## src/rtl/flash_adc_pkg.sv

```systemverilog
// Shared types, default parameters and helpers for the flash ADC back-end.
package flash_adc_pkg;

    typedef enum logic [1:0] {
        IDLE,
        ACC,
        HOLD
    } state_t;

    localparam int DEF_NCMP        = 15;
    localparam int DEF_AVG_LOG2    = 2;
    localparam int DEF_SYNC_STAGES = 2;

    // Widest ladder the popcount helper handles; callers zero-pad up to it.
    localparam int MAX_NCMP = 255;

    function automatic int unsigned thermo_popcount(input logic [MAX_NCMP-1:0] bits);
        int unsigned n;
        n = 0;
        for (int i = 0; i < MAX_NCMP; i++) begin
            if (bits[i]) n++;
        end
        return n;
    endfunction

endpackage

```

## src/rtl/thermo_encoder.sv

```systemverilog
// Repairs single-bit bubbles in a thermometer word and registers its popcount.
module thermo_encoder
    import flash_adc_pkg::*;
#(
    parameter  int NCMP  = DEF_NCMP,
    localparam int OUT_W = $clog2(NCMP + 1)
) (
    input  logic             clk,
    input  logic             rst,
    input  logic [NCMP-1:0]  thermo,
    output logic [OUT_W-1:0] code
);

    logic [NCMP+1:0]     ext;
    logic [NCMP-1:0]     fixed;
    logic [MAX_NCMP-1:0] padded;

    // Below the ladder reads as 1 and above it as 0, so edge bits vote sensibly.
    assign ext = {1'b0, thermo, 1'b1};

    for (genvar i = 0; i < NCMP; i++) begin : g_vote
        assign fixed[i] = (ext[i] & ext[i+1]) | (ext[i] & ext[i+2]) | (ext[i+1] & ext[i+2]);
    end

    always_comb begin
        padded            = '0;
        padded[NCMP-1:0]  = fixed;
    end

    always_ff @(posedge clk or posedge rst) begin
        if (rst) code <= '0;
        else     code <= OUT_W'(thermo_popcount(padded));
    end

endmodule

```

## src/rtl/flash_adc_sampler.sv

```systemverilog
// Flash ADC back-end: synchroniser, bubble-tolerant encoder, windowed averager
// with a valid/ready result register and sticky overrun flag.
module flash_adc_sampler
    import flash_adc_pkg::*;
#(
    parameter  int NCMP        = DEF_NCMP,
    localparam int OUT_W       = $clog2(NCMP + 1),
    parameter  int AVG_LOG2    = DEF_AVG_LOG2,
    parameter  int SYNC_STAGES = DEF_SYNC_STAGES
) (
    input  logic             clk,
    input  logic             rst,
    input  logic [NCMP-1:0]  thermo_in,
    input  logic             en,
    input  logic             cont,
    input  logic             start,
    output logic [OUT_W-1:0] code_o,
    output logic [OUT_W-1:0] avg_o,
    output logic             avg_valid,
    input  logic             avg_ready,
    output logic             busy,
    output logic             overrun,
    input  logic             overrun_clr
);

    localparam int CNT_W = (AVG_LOG2 > 0) ? AVG_LOG2 : 1;
    localparam int ACC_W = OUT_W + AVG_LOG2;
    localparam logic [CNT_W-1:0] LAST_CNT = CNT_W'((1 << AVG_LOG2) - 1);

    logic [NCMP-1:0]  sync_q [SYNC_STAGES];
    state_t           state_q, state_d;
    logic [ACC_W-1:0] acc_q;
    logic [ACC_W-1:0] sum;
    logic [CNT_W-1:0] cnt_q;
    logic             done, transfer, load, drop, dropped_q;

    always_ff @(posedge clk or posedge rst) begin
        if (rst) begin
            for (int i = 0; i < SYNC_STAGES; i++) sync_q[i] <= '0;
        end else begin
            sync_q[0] <= thermo_in;
            for (int i = 1; i < SYNC_STAGES; i++) sync_q[i] <= sync_q[i-1];
        end
    end

    thermo_encoder #(.NCMP(NCMP)) u_encoder (
        .clk    (clk),
        .rst    (rst),
        .thermo (sync_q[SYNC_STAGES-1]),
        .code   (code_o)
    );

    assign sum      = acc_q + ACC_W'(code_o);
    assign transfer = avg_valid & avg_ready;
    assign busy     = (state_q == ACC);

    always_comb begin
        state_d = state_q;
        done    = 1'b0;
        case (state_q)
            IDLE: if (en && (cont || start)) state_d = ACC;
            ACC: begin
                if (!en) begin
                    state_d = IDLE;
                end else if (cnt_q == LAST_CNT) begin
                    done    = 1'b1;
                    state_d = cont ? ACC : HOLD;
                end
            end
            // A dropped one-shot result has nothing left to deliver.
            HOLD: if (!en || dropped_q || !avg_valid || avg_ready) state_d = IDLE;
            default: state_d = IDLE;
        endcase
    end

    assign load = done && (!avg_valid || transfer);
    assign drop = done && avg_valid && !transfer;

    always_ff @(posedge clk or posedge rst) begin
        if (rst) begin
            state_q   <= IDLE;
            acc_q     <= '0;
            cnt_q     <= '0;
            dropped_q <= 1'b0;
        end else begin
            state_q   <= state_d;
            dropped_q <= drop;
            if (state_q != ACC || done) begin
                acc_q <= '0;
                cnt_q <= '0;
            end else begin
                acc_q <= sum;
                cnt_q <= cnt_q + 1'b1;
            end
        end
    end

    always_ff @(posedge clk or posedge rst) begin
        if (rst) begin
            avg_o     <= '0;
            avg_valid <= 1'b0;
            overrun   <= 1'b0;
        end else begin
            if (load) begin
                avg_o     <= OUT_W'(sum >> AVG_LOG2);
                avg_valid <= 1'b1;
            end else if (transfer) begin
                avg_valid <= 1'b0;
            end
            if (drop)             overrun <= 1'b1;
            else if (overrun_clr) overrun <= 1'b0;
        end
    end

endmodule

```

## config.mk

```make
export PLATFORM = sky130hd
export DESIGN_NAME = flash_adc_sampler
export DESIGN_NICKNAME = d
export VERILOG_FILES = /design/src/rtl/flash_adc_pkg.sv /design/src/rtl/thermo_encoder.sv /design/src/rtl/flash_adc_sampler.sv
export SDC_FILE = /design/constraint.sdc
export NUM_CORES = 1
export LEC_CHECK = 0
export BUFFER_PORTS_ARGS = -buffer_cell sky130_fd_sc_hd__clkbuf_2
export CORE_MARGIN = 3
export CORE_UTILIZATION = 50
export CTS_CLUSTER_SIZE = 28
export DETAILED_ROUTE_END_ITERATION = 7
export GPL_ROUTABILITY_DRIVEN = 0
export HOLD_SLACK_MARGIN = 0.02
export PLACE_DENSITY = 0.8
export SETUP_SLACK_MARGIN = 0.15
export SYNTH_ARGS = -nofsm -noshare
export SYNTH_HDL_FRONTEND = slang
export SYNTH_SLANG_ARGS = --single-unit
```

## constraint.sdc

```tcl
create_clock -name clk -period 9.7 [get_ports clk]
set_input_delay 1.455 -clock clk [delete_from_list [all_inputs] [get_ports clk]]
set_output_delay 1.455 -clock clk [all_outputs]
set_load 0.02 [all_outputs]
```

==> out/metrics.yaml, run 1 <==
timing:
  setup_violations: 0
  rsz0062_at_grt: "false"
  tightest_slew_ps: 985.1
  fin_setup_tns_ps: 0
  clock_skew_ps: 6.757
  hold_violations: 0
  slew_violations: 0
  fin_crit_ps: 8293
  layout_setup_ws_ps: 1407
  fin_crit_sh_pct: 85.49
  fin_hold_ws_ps: 355.6
  max_freq_mhz: 120.6
  slew_headroom_pct: 34.23
clock_tree:
  root_buffer: "clkbuf_8"
  htreeDepth: 2
  cts.sinks: 51
  postCtsSetupBuffers: 0
  clockBufferDepth: 2
  postCtsHoldBufs: 0
  cts_resized: 0
  numCtsBuffers: 5
  cts_tree: "yes"
  path_clk_slew_ps: 90
  clkLatencyLatePin_ps: 300
drt:
  first_pass_iters: 4
  drt_iter0_drc: 79
  drtAntennaViolNets: 0
  drc: 0
  vias: 2814
  drt_wl_total_um: 6871
  viasPerCell: 5.685
  wl_per_cell_um: 13.88
cells_and_area:
  design_area_um2: 3976
  nets: 441
  drive_above_1_share_pct: 16.54
  area_delta_synth_final_pct: 8.242
  antenna_cells: 0
setup_path:
  cp_slowest_cell: "dfrtp_1"
  startpoint_type: "register"
  worstPathMaxFanout: 18
  crit_type: "register to register"
  worstReg2RegStart: "sync_q[2]$_DFF_PP0_"
  max_stage_delay_ps: 560
  crit_top_cell: "ha_1"
  r2r_cells: 35
  crit_arrival_ps: 8510
  cp.required_ps: 9910
  critPathCaptureType: "register"
  crit_start: "sync_q[2]$_DFF_PP0_"
global_route:
  grt_overflow: 0
  grt_use_met1_pct: 23.61
  grt_use_total_pct: 17.18
  grt_pass1_wl_um: 12200
  top_usage_layer: "met2"
  grt_max_degree: 52
  grtUsageMet3_pct: 2.215
  gr-usage-met2_pct: 28.55
  grt_antenna_before_repair: 0
  grt_pass1_vias: 2681
yosys:
  synthCells: 374
  yosysTopAreaCellShare_pct: 34.74
  synth_compound_area_share_pct: 15.97
  ys_seq_area_share_pct: 34.74
  ys_top_cells_by_area: "dfrtp_1 (35%), xnor2_1 (7.4%), ha_1 (6.8%)"
  yosys.area.top_type: "dfrtp_1"
  synthArstFlopShare_pct: 100.0
  synth.avg_cell_area_um2: 9.822
  syn-num-nets: 417
  synth_ff_type: "dfrtp_1"
  synth_xor_area_share_pct: 14.99
  syn_area_um2: 3674
  ys_ff_latch: 51
  yosys_warnings: 0
  synth_fa_ha_area_share_pct: 8.992
  synth_mux_area_share_pct: 2.282
  synth-simple-area-share_pct: 19.65
  synth_top_family_by_area: "simple AND/OR/NAND/NOR gates"
  synth-edff-count: 0
  ys_types: 71
  post-synth-top-count-cell: "dfrtp_1"
  synth_commonest_cells: "dfrtp_1 (51), nand2_1 (33), xnor2_1 (31)"
die:
  start_util_pct: 52.90
  die_h_um: 91.72
  die_area_um2: 8412
  row_count: 30
  num_io_pins: 33
  chipWidth_um: 91.72
  coreArea_um2: 6944
pwr:
  p_leak_nw: 1.768
  powerDensity_nw_per_um2: 253.3
  ir_worst_vdd_mv: 0.2140
  power_mw: 1.007
place:
  hpwl_um: 5362
  portBuffers: 32
  placed_cell_area_um2: 3879
  place_worst_setup_slack_ps: 1515
flow_run:
  maxCapViolations: 0
min_path:
  min_path_type: "register to register"
  min_path_cells: 0
  holdCritStartpoint: "sync_q[16]$_DFF_PP0_"
outcome:
  outcome: "completed"
layout make-up:
class | count | area (um^2)
Fill cell | 566 | 2968
Multi-Input combinational cell | 295 | 2273
Sequential cell | 51 | 1276
Timing Repair Buffer | 32 | 160.2
Tap cell | 96 | 120.1
Clock buffer | 5 | 68.82
Inverter | 13 | 48.80
Clock inverter | 3 | 28.78
critical path: cells and delay by family, from the launching register on:
kind | cells | cell delay [ps]
AOI/OAI and AO/OA | 11 | 2260
xor gates and xnor gates | 9 | 1570
adders and majority gates | 8 | 2560
buffers and inverters | 1 | 40
DFF | 1 | 560
muxes | 2 | 540
and+or+nand+nor | 4 | 660
where the power goes:
part / internal [mW] / switching, mW / total (mW)
Sequential: 0.247 / 0.0258 / 0.272
Clock: 0.0534 / 0.0702 / 0.124
Combinational: 0.285 / 0.326 / 0.611
Total: 0.585 / 0.422 / 1.01
logic make-up after synthesis:
logic type | Yosys count
compound gates | 83
xor+xnor | 53
fa+ha+maj | 27
buf+inv | 28
flops | 51
mux | 8
simple gates | 124
routing by layer:
metal / vias up / share of wire, %
met1: 1340 / 47
met5: - / 0
met4: 0 / 1.4
met2: 68 / 48
met3: 9 / 3.9
li1: 1397 / -
sequential cells by signal (all words and copies together), names as in the netlist:
register	count
avg_o	4
sync_q	30
overrun	1
avg_valid	1
dropped_q	1
state_q	2
acc_q	6
cnt_q	2
u_encoder.code	4
through the flow:
step,std cells,utilization (%)
detailed placement,487,55.86
global route,495,57.26
floorplan,374,-
finish,495,57.26
global placement,487,55.86
CTS,495,57.26
layout by cell type (no fill, tap or decap), drive strengths merged, types with 7 or more instances in the layout:
master	n
xnor2	34
dfrtp	51
inv	14
ha	20
nand2	33
o21ai	14
a21oi	21
clkbuf	37
xor2	16
nor2	23
nand3	10
a21o	7
nor3	8
worst paths after layout:
path,to,slack [ps]
max,u_encoder.code[2]$_DFF_PP0_,1410
min,sync_q[1]$_DFF_PP0_,360
max reg2reg,u_encoder.code[2]$_DFF_PP0_,1410
min reg2reg,sync_q[1]$_DFF_PP0_,360
max in group asynchronous,sync_q[20]$_DFF_PP0_,7730
min in group asynchronous,sync_q[2]$_DFF_PP0_,1360
(Power assumes the default switching activity.)
==> run 2, diff against run 1 <==
--- a/config.mk
+++ b/config.mk
@@ -5,14 +5,17 @@
 export SDC_FILE = /design/constraint.sdc
 export NUM_CORES = 1
 export LEC_CHECK = 0
-export BUFFER_PORTS_ARGS = -buffer_cell sky130_fd_sc_hd__clkbuf_2
+export BUFFER_PORTS_ARGS = -buffer_cell sky130_fd_sc_hd__buf_2
+export CELL_PAD_IN_SITES_DETAIL_PLACEMENT = 1
+export CELL_PAD_IN_SITES_GLOBAL_PLACEMENT = 1
 export CORE_MARGIN = 3
-export CORE_UTILIZATION = 50
+export CORE_UTILIZATION = 47
 export CTS_CLUSTER_SIZE = 28
 export DETAILED_ROUTE_END_ITERATION = 7
 export GPL_ROUTABILITY_DRIVEN = 0
 export HOLD_SLACK_MARGIN = 0.02
-export PLACE_DENSITY = 0.8
+export PLACE_DENSITY = 0.91
+export REMOVE_ABC_BUFFERS = 1
 export SETUP_SLACK_MARGIN = 0.15
 export SYNTH_ARGS = -nofsm -noshare
 export SYNTH_HDL_FRONTEND = slang
==> out/metrics.yaml, run 2 (synthesis gave the netlist of run 1 again) <==
place:
  portBuffers: 32  # unchanged
  dpl.cell_count: 490  # +0.62%
  hpwl_um: 6891  # +29%
timing:
  max_freq_mhz: 117.0  # -3.0%
  tightest_slew_ps: 1029  # +43.80 ps
  fin_crit_sh_pct: 88.15  # +2.7 points
  setup_violations: 0  # unchanged
  rsz0062_at_grt: "false"
  clock_skew_ps: 1.729  # -5.028 ps
  slew_violations: 0  # unchanged
  fin_crit_ps: 8550  # +257.7 ps
  fin_setup_tns_ps: 0  # unchanged
  slew_headroom_pct: 31.31  # -2.9 points
  hold_violations: 0  # unchanged
clock_tree:
  root_buffer: "clkbuf_8"
  cts_resized: 0  # unchanged
  postCtsHoldBufs: 0  # unchanged
  cts.sinks: 51  # unchanged
  clockBufferDepth: 2  # unchanged
  path_clk_slew_ps: 90  # about the same
  postCtsSetupBuffers: 0  # unchanged
  numCtsBuffers: 5  # unchanged
  htreeDepth: 2  # unchanged
  clkLatencyLatePin_ps: 300  # about the same
  cts_tree: "yes"
drt:
  first_pass_iters: 4  # unchanged
  drtAntennaViolNets: 0  # unchanged
  drc: 0  # unchanged
  wl_per_cell_um: 19.26  # +39%
  vias: 2969  # +5.5%
  viasPerCell: 5.962  # +4.9%
  drt_iter0_drc: 189  # +140%
  drt_wl_total_um: 9592  # +40%
cells_and_area:
  area_delta_synth_final_pct: 8.004
  layout_commonest_cell: "dfrtp_1"
  antenna_cells: 0  # unchanged
  final_cells: 498  # +0.61%
  final_cell_mix: "dfrtp_1 (51), nand2_1 (33), buf_2 (32)"
  largest_register_ffs: 30  # unchanged
  drive_above_1_share_pct: 16.29  # -0.25 points
  nets: 441  # unchanged
  largest_register: "sync_q"
  reg_top3: "sync_q x30, acc_q x6"
outcome:
  outcome: "completed"
setup_path:
  crit_top_cell: "ha_1"
  cp_slowest_cell: "dfrtp_1"
  critPathCaptureType: "register"
  crit_type: "register to register"
  cp.required_ps: 9930  # +20 ps
  worstPathMaxFanout: 18  # unchanged
  startpoint_type: "register"
  crit_arrival_ps: 8780  # +270 ps
  max_stage_delay_ps: 570  # about the same
die:
  die_h_um: 94.41  # +2.9%
  row_count: 31  # +3.3%
  num_io_pins: 33  # unchanged
  die_area_um2: 8913  # +6.0%
  chipWidth_um: 94.41  # +2.9%
  coreArea_um2: 7408  # +6.7%
  start_util_pct: 49.59  # -3.3 points
min_path:
  min_path_type: "register to register"
global_route:
  grt_pass1_vias: 3218  # +20%
  grt_max_degree: 52  # unchanged
  grt_use_total_pct: 22.92  # +5.7 points
  grt_antenna_before_repair: 0  # unchanged
  grt_pass1_wl_um: 16150  # +32%
  grt_overflow: 0  # unchanged
pwr:
  ir_worst_vdd_mv: 0.2190  # +2.3%
  p_leak_nw: 1.758  # -0.61%
  powerDensity_nw_per_um2: 261.4  # +3.2%
  power_mw: 1.037  # +3.0%
flow_run:
  maxCapViolations: 0  # unchanged
## run 2: cell count changes in the layout (fill, tap and decap cells not counted), sizes merged
cell,previous run,this run
clkinvlp,0,1
buf,0,32
clkinv,2,1
inv,14,13
clkbuf,37,6
## run 2: worst paths after layout
check | from | to | cells past startpoint | slack (ps)
hold / removal | sync_q[23]$_DFF_PP0_ | sync_q[8]$_DFF_PP0_ | 0 | 360
max in group asynchronous | rst | sync_q[10]$_DFF_PP0_ | 2 | 7670
hold reg to reg | sync_q[23]$_DFF_PP0_ | sync_q[8]$_DFF_PP0_ | 0 | 360
min in group asynchronous | rst | avg_valid$_DFFE_PP0P_ | 2 | 1390
setup / recovery | sync_q[2]$_DFF_PP0_ | u_encoder.code[2]$_DFF_PP0_ | 35 | 1150
setup reg to reg | sync_q[2]$_DFF_PP0_ | u_encoder.code[2]$_DFF_PP0_ | 35 | 1150
## run 2: through the flow
stage | hold slack, ps | worst slack, ps | instance area, um^2 | util (%)
floorplan | 331.2 | 2308 | 3598 | -
global placement | 331.7 | 1491 | 3882 | 52.41
detailed placement | 335.8 | 1249 | 3882 | 52.41
CTS | 360.6 | 1177 | 3968 | 53.56
global route | 366.7 | 575.7 | 3968 | 53.56
finish | 358.9 | 1150 | 3968 | 53.56
## run 2: layout make-up
cell class	count	area (um^2)
clock inverters	2	12.51
repair buffers	32	160.2
inverters	13	48.80
multi-input cells	295	2273
flip-flops and latches	51	1276
fillers	809	3441
clock buffers	6	72.57
well taps	99	123.9
## run 2: where the power goes
group | switching, mW | leakage (nW) | total (mW) | internal (mW)
logic | 0.353 | 1.09 | 0.642 | 0.289
registers | 0.0296 | 0.623 | 0.276 | 0.247
clock network | 0.0685 | 0.0412 | 0.119 | 0.0505
## run 2: critical path, delay by kind of cell, from the launching register on
kind / cells / cell delay [ps]
flops: 1 / 570
xor+xnor: 9 / 1560
mux: 2 / 550
buf+inv: 1 / 50
simple gates: 4 / 720
compound gates: 11 / 2370
fa+ha+maj: 8 / 2630
## run 2: layer usage
layer  GRT usage (%)  routed length (um)  vias up
li1                -                   -     1398
met1           28.35                4062     1463
met2           41.13                4900       80
met3           3.267                 364       28
met4           7.341                 265        0
met5               0                   0        -
==> run 3, diff against run 2 <==
--- a/config.mk
+++ b/config.mk
@@ -8,6 +8,7 @@
 export BUFFER_PORTS_ARGS = -buffer_cell sky130_fd_sc_hd__buf_2
 export CELL_PAD_IN_SITES_DETAIL_PLACEMENT = 1
 export CELL_PAD_IN_SITES_GLOBAL_PLACEMENT = 1
+export CORE_ASPECT_RATIO = 1.5
 export CORE_MARGIN = 3
 export CORE_UTILIZATION = 47
 export CTS_CLUSTER_SIZE = 28
@@ -17,6 +18,7 @@
 export PLACE_DENSITY = 0.91
 export REMOVE_ABC_BUFFERS = 1
 export SETUP_SLACK_MARGIN = 0.15
+export SKIP_LAST_GASP = 1
 export SYNTH_ARGS = -nofsm -noshare
 export SYNTH_HDL_FRONTEND = slang
 export SYNTH_SLANG_ARGS = --single-unit
==> out/metrics.yaml, run 3 (synthesis gave the netlist of run 1 again) <==
clock_tree:
  numCtsBuffers: 5  # unchanged
  postCtsSetupBuffers: 0  # unchanged
  clkLatencyLatePin_ps: 310  # about the same
  path_clk_slew_ps: 90  # about the same
  cts.sinks: 51  # unchanged
  root_buffer: "clkbuf_8"
  clockBufferDepth: 2  # unchanged
  htreeDepth: 2  # unchanged
  postCtsHoldBufs: 0  # unchanged
  cts_tree: "yes"
  cts_resized: 0  # unchanged
timing:
  slew_headroom_pct: 32.36  # +1.1 points
  hold_violations: 0  # unchanged
  slew_violations: 0  # unchanged
  fin_setup_tns_ps: 0  # unchanged
  tightest_slew_ps: 1013  # -15.85 ps
  clock_skew_ps: 8.031  # +6.301 ps
  fin_crit_sh_pct: 88.98  # +0.83 points
  fin_crit_ps: 8631  # +80.81 ps
  setup_violations: 0  # unchanged
  rsz0062_at_grt: "false"
  max_freq_mhz: 115.9  # -0.94%
cells_and_area:
  nets: 441  # unchanged
  drive_above_1_share_pct: 16.54  # +0.25 points
  area_delta_synth_final_pct: 8.413
  largest_register_ffs: 30  # unchanged
  reg_top3: "sync_q x30, acc_q x6"
  antenna_cells: 0  # unchanged
  final_cell_mix: "dfrtp_1 (51), nand2_1 (33), buf_2 (32)"
  largest_register: "sync_q"
  layout_commonest_cell: "dfrtp_1"
  final_util_pct: 53.69  # +0.14 points
setup_path:
  critPathCaptureType: "register"
  crit_type: "register to register"
  crit_top_cell: "ha_1"
  cp_slowest_cell: "dfrtp_1"
  crit_arrival_ps: 8860  # +80 ps
  worstPathMaxFanout: 18  # unchanged
  max_stage_delay_ps: 560  # about the same
  startpoint_type: "register"
  cp.required_ps: 9930  # about the same
die:
  die_area_um2: 8935  # +0.24%
  die_h_um: 114.3  # +21%
  chipWidth_um: 78.19  # -17%
  row_count: 38  # +23%
  num_io_pins: 33  # unchanged
  coreArea_um2: 7417  # +0.12%
  start_util_pct: 49.53  # -0.059 points
pwr:
  pwr-share-seq_pct: 26.5  # about the same
  p_int_uw: 592.9  # +1.1%
  power_mw: 1.041  # +0.40%
  switching_share_pct: 43.07  # -0.41 points
  p_leak_nw: 1.764  # +0.35%
  ir_worst_vdd_mv: 0.2204  # +0.65%
  powerDensity_nw_per_um2: 261.5  # about the same
  clock_power_share_pct: 12.2  # +0.7 points
  pwr-share-comb_pct: 61.3  # -0.6 points
  p_switching_uw: 448.5  # -0.55%
global_route:
  grt_use_met1_pct: 22.70  # -5.7 points
  gr-usage-met2_pct: 43.65  # +2.5 points
  grtUsageMet3_pct: 2.835  # -0.43 points
  top_usage_layer: "met2"
  grt_use_total_pct: 22.03  # -0.89 points
  grt_pass1_vias: 3288  # +2.2%
  grt_antenna_before_repair: 0  # unchanged
  grt_overflow: 0  # unchanged
  grt_max_degree: 52  # unchanged
  grt_pass1_wl_um: 15650  # -3.1%
flow_run:
  maxCapViolations: 0  # unchanged
drt:
  drtAntennaViolNets: 0  # unchanged
  first_pass_iters: 4  # unchanged
  viasPerCell: 5.900  # -1.0%
  vias: 2944  # -0.84%
  drt_wl_total_um: 9052  # -5.6%
  drc: 0  # unchanged
  wl_per_cell_um: 18.14  # -5.8%
  drt_iter0_drc: 149  # -21%
place:
  hpwl_um: 7110  # +3.2%
  portBuffers: 32  # unchanged
min_path:
  min_path_type: "register to register"
outcome:
  outcome: "completed"
[run 3: final cells by class]
cell class,count,area (um^2)
multi-input combinational,295,2273
fill,881,3435
tap,100,125.1
clock inverter,2,16.27
inverter,13,48.80
sequential,51,1276
clock buffer,6,82.58
timing repair buffer,32,160.2
[run 3: worst paths after layout]
path,depth (start not counted),slack (ps),endpoint,startpoint
worst max-delay path,35,1070,u_encoder.code[2]$_DFF_PP0_,sync_q[2]$_DFF_PP0_
worst min-delay path,0,350,sync_q[6]$_DFF_PP0_,sync_q[21]$_DFF_PP0_
worst max register to register,35,1070,u_encoder.code[2]$_DFF_PP0_,sync_q[2]$_DFF_PP0_
worst min register to register,0,350,sync_q[6]$_DFF_PP0_,sync_q[21]$_DFF_PP0_
max in group asynchronous,2,7680,sync_q[26]$_DFF_PP0_,rst
min in group asynchronous,2,1380,sync_q[16]$_DFF_PP0_,rst
[run 3: metrics by stage]
step,hold slack [ps],std cells,worst slack (ps),area [um^2]
detailed placement,338.7,491,1120,3884
global placement,331.6,491,1374,3884
CTS,353.0,499,1095,3983
finish,351.4,499,1069,3983
floorplan,331.2,359,2308,3598
global route,365.7,499,430.5,3983
[run 3: per-layer routing]
layer	vias to the layer above	routed length [um]
met5	-	0
met4	0	289
met3	26	269
met2	70	5141
met1	1452	3351
li1	1396	-
[run 3: critical path, delay by kind of cell (launching register included)]
family / cells / cell delay (ps)
AOI/OAI and AO/OA: 11 / 2480
buffers and inverters: 1 / 50
and+or+nand+nor: 4 / 690
DFF: 1 / 560
adders and majority gates: 8 / 2650
xor gates and xnor gates: 9 / 1540
muxes: 2 / 570
[run 3: power groups by stage]
stage / logic [mW] / clock network [mW] / registers, mW
2_1_floorplan: 0.473 / 0 / 0.290
3_3_place_gp: 0.594 / 0 / 0.276
3_5_place_dp: 0.633 / 0 / 0.279
4_1_cts: 0.641 / 0.132 / 0.276
5_1_grt: 0.703 / 0.142 / 0.279
6_report: 0.638 / 0.127 / 0.276
